### config.mk
export PLATFORM = sky130hd
export DESIGN_NAME = instr_fetch_seq
export DESIGN_NICKNAME = d
export VERILOG_FILES = /design/src/rtl/instr_fetch_seq_pkg.sv /design/src/rtl/instr_fetch_seq_byte_shifter.sv /design/src/rtl/instr_fetch_seq.sv
export SDC_FILE = /design/constraint.sdc
export NUM_CORES = 1
export LEC_CHECK = 0
export ABC_CLOCK_PERIOD_IN_PS = 6410
export CORE_AREA = 2 2 194 339
export CTS_BUF_LIST = sky130_fd_sc_hd__clkbuf_8
export CTS_CLUSTER_SIZE = 8
export DETAILED_ROUTE_END_ITERATION = 8
export DIE_AREA = 0 0 196 341
export HOLD_SLACK_MARGIN = 0.12
export PLACE_DENSITY = 0.56
export RECOVER_POWER = 25
export SYNTH_ARGS = -nofsm -noshare
export SYNTH_HDL_FRONTEND = slang
export SYNTH_SLANG_ARGS = --single-unit
### constraint.sdc
create_clock -name clk -period 6.41 [get_ports clk]
set_input_delay 1.282 -clock clk [delete_from_list [all_inputs] [get_ports clk]]
set_output_delay 1.282 -clock clk [all_outputs]
set_load 0.05 [all_outputs]
### src/rtl/instr_fetch_seq_pkg.sv
// Shared definitions for the instruction fetch sequencer: FSM encoding,
// buffer geometry and the decoder-length sanity check.
package instr_fetch_seq_pkg;

  localparam int BUF_BYTES = 16;
  localparam int WIN_BYTES = 12;
  localparam int MAX_LEN   = 12;
  localparam int CNT_W     = 5;

  typedef enum logic [2:0] {
    ST_FILL,
    ST_ISSUE,
    ST_DRAIN,
    ST_FAULT,
    ST_END
  } fetch_state_e;

  // A length is usable only if it is non-zero, fits the window and is fully buffered.
  function automatic logic len_valid(input logic [3:0] len, input logic [CNT_W-1:0] count);
    return (len != 4'd0) && (len <= 4'(MAX_LEN)) && ({1'b0, len} <= count);
  endfunction

endpackage

### src/rtl/instr_fetch_seq_byte_shifter.sv
// Byte-granular buffer update: drop consumed bytes from the bottom, then
// drop an incoming 32-bit word in at the first free byte slot.
module fetch_byte_shifter
  import instr_fetch_seq_pkg::*;
(
  input  logic [8*BUF_BYTES-1:0] buf_i,
  input  logic [CNT_W-1:0]       shamt_i,
  input  logic                   wr_en_i,
  input  logic [CNT_W-1:0]       wr_idx_i,
  input  logic [31:0]            word_i,
  output logic [8*BUF_BYTES-1:0] buf_o
);

  logic [8*BUF_BYTES-1:0] shifted;
  logic [CNT_W-1:0]       off;

  always_comb begin
    shifted = buf_i >> {shamt_i, 3'b000};
    buf_o   = shifted;
    off     = '0;
    for (int k = 0; k < BUF_BYTES; k++) begin
      off = CNT_W'(k) - wr_idx_i;
      if (wr_en_i && (CNT_W'(k) >= wr_idx_i) && (off < CNT_W'(4))) begin
        buf_o[8*k +: 8] = word_i[8*off[1:0] +: 8];
      end
    end
  end

endmodule

### src/rtl/instr_fetch_seq.sv
// Instruction fetch sequencer: packs little-endian code words into a byte
// buffer and presents a 12-byte window to the decoder, retiring instr_len bytes per issue.
module instr_fetch_seq #(
  parameter logic [31:0] RESET_EIP = 32'h0000_0000,
  parameter int          BUF_BYTES = 16
) (
  input  logic        clk,
  input  logic        rst,
  input  logic        in_valid,
  output logic        in_ready,
  input  logic [31:0] in_word,
  input  logic        in_last,
  output logic [95:0] raw_instr,
  input  logic [3:0]  instr_len,
  output logic        out_valid,
  input  logic        out_ready,
  output logic [31:0] out_eip,
  input  logic        flush,
  input  logic [31:0] flush_eip,
  output logic        fault,
  output logic        done
);

  import instr_fetch_seq_pkg::*;

  if (BUF_BYTES != instr_fetch_seq_pkg::BUF_BYTES) begin : g_bad_depth
    $error("instr_fetch_seq: only a 16-byte buffer is supported");
  end

  localparam int BW = 8 * instr_fetch_seq_pkg::BUF_BYTES;

  fetch_state_e     state_q, state_d;
  logic [BW-1:0]    buf_q, buf_d, buf_shift;
  logic [CNT_W-1:0] count_q, count_d;
  logic             eos_q, eos_d;
  logic [31:0]      eip_q, eip_d;

  logic             chk_active, len_ok, bad_len, hs, acc;
  logic [CNT_W-1:0] consumed, remain;

  // Length checking only happens once a full window (or the stream tail) is buffered.
  assign chk_active = ((state_q == ST_ISSUE) && (count_q >= CNT_W'(WIN_BYTES))) ||
                      ((state_q == ST_DRAIN) && (count_q != '0));
  assign len_ok     = len_valid(instr_len, count_q);
  assign bad_len    = chk_active && !len_ok;
  assign out_valid  = chk_active && len_ok;
  assign hs         = out_valid && out_ready;
  assign consumed   = hs ? {1'b0, instr_len} : '0;
  assign remain     = count_q - consumed;
  assign in_ready   = ((state_q == ST_FILL) || (state_q == ST_ISSUE)) && !flush &&
                      (remain <= CNT_W'(WIN_BYTES));
  assign acc        = in_valid && in_ready;

  assign out_eip = eip_q;
  assign fault   = (state_q == ST_FAULT);
  assign done    = (state_q == ST_END);

  always_comb begin
    raw_instr = '0;
    for (int k = 0; k < WIN_BYTES; k++) begin
      if (CNT_W'(k) < count_q) raw_instr[8*k +: 8] = buf_q[8*k +: 8];
    end
  end

  fetch_byte_shifter u_shifter (
    .buf_i    (buf_q),
    .shamt_i  (consumed),
    .wr_en_i  (acc),
    .wr_idx_i (remain),
    .word_i   (in_word),
    .buf_o    (buf_shift)
  );

  always_comb begin
    state_d = state_q;
    buf_d   = buf_q;
    count_d = count_q;
    eos_d   = eos_q;
    eip_d   = eip_q;
    if (flush) begin
      // Redirect wins over any handshake or word arriving in the same cycle.
      state_d = ST_FILL;
      count_d = '0;
      eos_d   = 1'b0;
      eip_d   = flush_eip;
    end else begin
      buf_d   = buf_shift;
      count_d = remain + (acc ? CNT_W'(4) : CNT_W'(0));
      eip_d   = eip_q + 32'(consumed);
      eos_d   = eos_q || (acc && in_last);
      unique case (state_q)
        ST_FILL: begin
          if (eos_d)                               state_d = ST_DRAIN;
          else if (count_d >= CNT_W'(WIN_BYTES))   state_d = ST_ISSUE;
        end
        ST_ISSUE: begin
          if (bad_len)                             state_d = ST_FAULT;
          else if (eos_d)                          state_d = ST_DRAIN;
          else if (count_d < CNT_W'(WIN_BYTES))    state_d = ST_FILL;
        end
        ST_DRAIN: begin
          if (bad_len)                             state_d = ST_FAULT;
          else if (count_d == '0)                  state_d = ST_END;
        end
        default: ;
      endcase
    end
  end

  always_ff @(posedge clk or posedge rst) begin
    if (rst) begin
      state_q <= ST_FILL;
      buf_q   <= '0;
      count_q <= '0;
      eos_q   <= 1'b0;
      eip_q   <= RESET_EIP;
    end else begin
      state_q <= state_d;
      buf_q   <= buf_d;
      count_q <= count_d;
      eos_q   <= eos_d;
      eip_q   <= eip_d;
    end
  end

endmodule

* Word level (Yosys, flattened, before mapping)
Index checks and enable logic that the tools add are counted.
Operators by class: shift operators 17, reduce and logical (&&, ||, !) cells 54, multiplexer cells 42, add/subtract/negate cells 19, eq/ne operators 7, $lt $le $gt $ge 50
Operators by type and width (number):
- 32-bit by 6-bit indexed part select with 8-bit output | 16
- 8-bit two-way mux | 28
- 128-bit by 7-bit right shift with 128-bit output | 1
- 5-bit by 3-bit < comparator with 1-bit output (second input constant) | 16
- 1-bit logical AND | 43
- 4-bit by 5-bit greater-or-equal comparator with 1-bit output (first input constant) | 8
- 4-bit by 5-bit subtractor with 5-bit output (first input constant) | 8
- 32-bit by 4-bit adder with 32-bit output | 1
- 32-bit two-way mux | 1
- 3-bit two-way mux | 9
- 3-bit by 5-bit greater-or-equal comparator with 1-bit output (first input constant) | 4
- 3-bit by 5-bit < comparator with 1-bit output (first input constant) | 4
- 4-bit by 5-bit < comparator with 1-bit output (first input constant) | 4
- 3-bit by 5-bit subtractor with 5-bit output (first input constant) | 4
- 1-bit by 5-bit greater-or-equal comparator with 1-bit output (first input constant) | 2
- 2-bit by 5-bit greater-or-equal comparator with 1-bit output (first input constant) | 2
- 5-bit by 4-bit greater-or-equal comparator with 1-bit output (second input constant) | 2
- 1-bit by 5-bit < comparator with 1-bit output (first input constant) | 2
- 2-bit by 5-bit < comparator with 1-bit output (first input constant) | 2
- 1-bit by 5-bit subtractor with 5-bit output (first input constant) | 2
- 2-bit by 5-bit subtractor with 5-bit output (first input constant) | 2
- 3-bit case mux with 3 select lines | 1
- 4-bit nonzero test | 2
- 3-bit by 2-bit == test with 1-bit output (second input constant) | 2
- 20 further kinds | 23
Storage, ports and cells: flip-flop bits (word level) 169, output and inout bits 132

* Depth between registers and ports, before layout
word-level depth 18, mapped depth 32

* Modules after synthesis
From an unflattened synthesis, not the netlist that was laid out.
Second synthesis, totals: cells, all modules 1686, area total of the unflattened synthesis 15708.8 µm²
Modules (own cells, without submodules):
- instr_fetch_seq | cells each 689, instances 1, sequential area each 4229.1 µm², area an instance 8060.2 µm²
- fetch_byte_shifter | cells each 997, instances 1, sequential area each 0.0 µm², area an instance 7648.6 µm²

* Least setup slack after synthesis
OpenSTA, ideal clock, no wires.
kind input -> output, from input port instr_len[0], to output port in_ready, cell stages on the path 21, setup slack -553 ps, path buffers 7, arrival time 5681 ps, path through buf_2 > inv_1 > ha_1 > a41oi_1 > o21ai_0 > nand2_1 > buf_2 > buf_2 > buf_2 > buf_1 > ha_1 > nand2b_1 > o2bb2ai_1 > xnor2_1 > clkbuf_1 > buf_2 > ha_1 > nand2_1 > nand3_1 > inv_1 > a21oi_1
On the way: longest elaborated chain between the ends 9, elaborated cells between the ends (all ways) 11, those cells by class add/sub (1); order compare (3); mux (1); reduce/logical (6)
RTL lines:
- start, declared | RTL line instr_fetch_seq.sv:14 | input logic [3:0] instr_len,
- 4-bit <= comparator or 4-bit nonzero test (tied branches) | RTL line instr_fetch_seq_pkg.sv:20 | return (len != 4'd0) && (len <= 4'(MAX_LEN)) && ({1'b0, len} <= count);
- 1-bit logical AND (2 in series) | RTL line instr_fetch_seq_pkg.sv:20
- 1-bit logical AND | RTL line instr_fetch_seq.sv:46 | assign out_valid = chk_active && len_ok;
- 1-bit logical AND | RTL line instr_fetch_seq.sv:47 | assign hs = out_valid && out_ready;
- 4-bit two-way mux * | RTL line instr_fetch_seq.sv:48 | assign consumed = hs ? {1'b0, instr_len} : '0;
- 5-bit by 4-bit subtractor with 5-bit output * | RTL line instr_fetch_seq.sv:49 | assign remain = count_q - consumed;
- 5-bit by 4-bit <= comparator with 1-bit output * | RTL line instr_fetch_seq.sv:51 | (remain <= CNT_W'(WIN_BYTES));
- 1-bit logical AND * | RTL line instr_fetch_seq.sv:50 | assign in_ready = ((state_q == ST_FILL) || (state_q == ST_ISSUE)) && !flush &&
- end, declared | RTL line instr_fetch_seq.sv:10 | output logic in_ready,
Every way passes the cells marked *; elsewhere a longest branch is shown, timed or not.

* Final worst setup path
from register count_q[4], to output port in_ready
On the way: longest elaborated chain between the ends 9, elaborated cells between the ends (all ways) 13, those cells by class add/sub (1); order compare (3); mux (1); reduce/logical (8)
RTL lines:
- start, declared | RTL line instr_fetch_seq.sv:34 | logic [CNT_W-1:0] count_q, count_d;
- start signal, assigned | RTL line instr_fetch_seq.sv:120 | count_q <= count_d;
- 5-bit by 4-bit greater-or-equal comparator with 1-bit output or 5-bit nonzero test (tied branches) | RTL line instr_fetch_seq.sv:42, instr_fetch_seq.sv:43
- 1-bit logical AND, on equally long branches | RTL line instr_fetch_seq.sv:42, instr_fetch_seq.sv:43
- 1-bit logical OR | RTL line instr_fetch_seq.sv:42 | assign chk_active = ((state_q == ST_ISSUE) && (count_q >= CNT_W'(WIN_BYTES))) ||
- 1-bit logical AND | RTL line instr_fetch_seq.sv:46
- 1-bit logical AND | RTL line instr_fetch_seq.sv:47
- 4-bit two-way mux | RTL line instr_fetch_seq.sv:48
- 5-bit by 4-bit subtractor with 5-bit output * | RTL line instr_fetch_seq.sv:49
- 5-bit by 4-bit <= comparator with 1-bit output * | RTL line instr_fetch_seq.sv:51
- 1-bit logical AND * | RTL line instr_fetch_seq.sv:50
Marks and branches as above.

==> flow_summary.ini <==
[die]
die_y_um = 341
initial_core_util_pct = 24.79
io_pins = 206
num_rows = 123
core_mm2 = 0.06402
die_area_mm2 = 0.06684
die_x_um = 196

[layout]
finalInstanceArea_mm2 = 0.01954
final_net_count = 2317
drive_gt1_share_pct = 9.883
syn_to_final_growth_pct = 23.11

[worst_setup_path]
path_max_fanout = 9
critPathKind = reg -> out
cp.arrival_ps = 4920
crit_path_end_kind = output port
worstPathRequired_ps = 5130
cp-start-kind = flip-flop

[power]
leakage_uw = 0.007775
power.density_mw_per_mm2 = 406.6
power_uw = 7945
peakVddDrop_mv = 0.1362

[placement]
placed_area_mm2 = 0.01912
numPortBuffers = 205
place_congestion = 1.038
hpwlAfterDp_um = 74190

[clock_tree]
clk_latency_ps = 560
root_buffer = clkbuf_8
htree_levels = 4
cts_hold_buf = 0
post_cts_resize_count = 0
cts_tree = done
clock_path_buffers = 2
postCtsSetupRepairBufs = 0
cts_sinks = 169
cts_buffers = 17
clk_pin_slew_ps = 100

[sta]
slew_violations = 91
setup_tns_ps = 0
fin_worst_skew_ps = 20.81
whs_ps = 563.3
fmax_mhz = 161.3
post-route-period-util_pct = 96.69
finalHoldViolCount = 0
timing.slew.headroom_pct = -156.7
worstMarginPinSlew_ps = 3851
setup_violations = 0
post-route-min-period_ps = 6198
rsz0062_at_grt = false

[drt]
drt_pass1_iterations = 8
drt-initial-drc-count = 2579
route.detailed.drc = 0
wire_per_inst_um = 32.61
num_vias = 18877
viasPerCell = 6.210
ant_nets = 0
wl_um = 99140

[synth]
async_flop_share_pct = 100.0
synth-xor-area-share_pct = 2.152
ys.flop_type = dfrtp_1
synth.area.top_cells = dfrtp_1 (27%), mux2i_1 (8.2%), nand2_1 (6.0%)
synthMuxAreaShare_pct = 11.96
synth-edff-count = 0
ys_warn_count = 0
synth_top_area_share_pct = 26.65
yosys.area.top_type = dfrtp_1
synth_top_family_by_area = compound AO/OA/AOI/OAI gates
synthAdderAreaFrac_pct = 2.460
synth_cell_types = 80
syn_inst = 2061
synth_most_common_cell = nand2_1
synthTopCellsByCount = nand2_1 (255), dfrtp_1 (169), nor2_1 (167)
synthSimpleGateAreaFrac_pct = 22.07
syn_area_mm2 = 0.01587
synth-compound-area-share_pct = 28.92
yosys_register_bits = 169
seq_area_frac_synth_pct = 26.65
synth_nets = 2165
syn_area_per_cell_um2 = 7.701

[grt]
overflow = 0
grt_usage_pct = 29.11
grt_pass1_vias = 18598
grt_antenna_before_repair = 5
grt_pass1_wl_um = 140000
grt_max_degree = 91

[worst_hold_path]
min_path_type = reg -> reg

[flow_run]
cap_violations = 1

[run_status]
violations = max-capacitance violations, max-slew violations
status = finished with violations
[logic make-up after synthesis]
kind of cell | count (synthesis)
simple gates | 744
compound gates | 684
buf+inv | 228
flops | 169
mux | 167
xor+xnor | 39
fa+ha+maj | 30
[state kept, by name, indices dropped and copies added, names as in the netlist]
register and flops:
state_q 3, count_q 5, out_eip 32, buf_q 128, eos_q 1
[cell type report]
cell class	count	area [µm²]
Sequential cell	169	4229
Antenna cell	2	5.005
Clock inverter	15	187.7
Tap cell	812	1016
Clock buffer	17	234.0
Fill cell	6914	44480
Timing Repair Buffer	314	2890
Inverter	47	176.4
Multi-Input combinational cell	1664	10800
[layout by cell type, fill, tap and decap left out, drive strengths merged, types with 17 or more instances in the layout]
master	count
a211oi	29
a21oi	154
a221oi	24
a22oi	31
a2bb2oi	18
and2	42
and3	19
buf	113
clkbuf	18
clkdlybuf4s50	199
dfrtp	169
ha	28
inv	53
mux2	21
mux2i	130
nand2	256
nand2b	20
nand3	68
nor2	168
nor2b	58
nor3	60
o21ai	138
o221ai	18
o22a	17
o22ai	87
xnor2	19
xor2	20
[path summary, 6_finish.rpt]
check                                start         to  slack [ps]  depth (start not counted)
worst max-delay path            count_q[4]   in_ready         210                         13
worst min-delay path                 eos_q      eos_q         560                          2
worst max register to register  count_q[4]   buf_q[1]         430                         17
worst min register to register       eos_q      eos_q         560                          2
max in group asynchronous              rst  buf_q[24]        1130                          3
min in group asynchronous              rst   buf_q[7]        2600                          2
[per-layer routing]
metal	routed length (µm)	GRT usage, %	part of all wire, %
met4	8854	22.05	8.9
met2	45780	47.41	46
met1	35930	33.15	36
met5	33	0	0.033
met3	8541	6.582	8.6
[metrics by stage]
step | util (%) | std cells | setup WS, ps
2_1_floorplan | - | 2061 | 0.8740
3_5_place_dp | 29.87 | 3006 | 119.9
3_3_place_gp | 29.87 | 3006 | 203.3
4_1_cts | 30.52 | 3038 | 352.7
5_1_grt | 30.52 | 3039 | 34.05
6_report | 30.52 | 3040 | 212.3
[report_power, final]
| group | switching [µW] | internal (µW) |
|---|---|---|
| registers | 804 | 1410 |
| clock network | 571 | 336 |
| logic | 3170 | 1650 |
[critical path, cell delays in order, from the launching register on]
cell and delay, ps:
dfrtp_1 510, nor2_1 930, nand3_1 480, and3_1 340
nand2_2 90, inv_2 40, ha_2 170, fa_1 390
nand2b_1 160, o2bb2ai_1 160, xnor2_1 550, nand2_1 200
a21oi_4 190, buf_12 160
(Power assumes the default switching activity.)
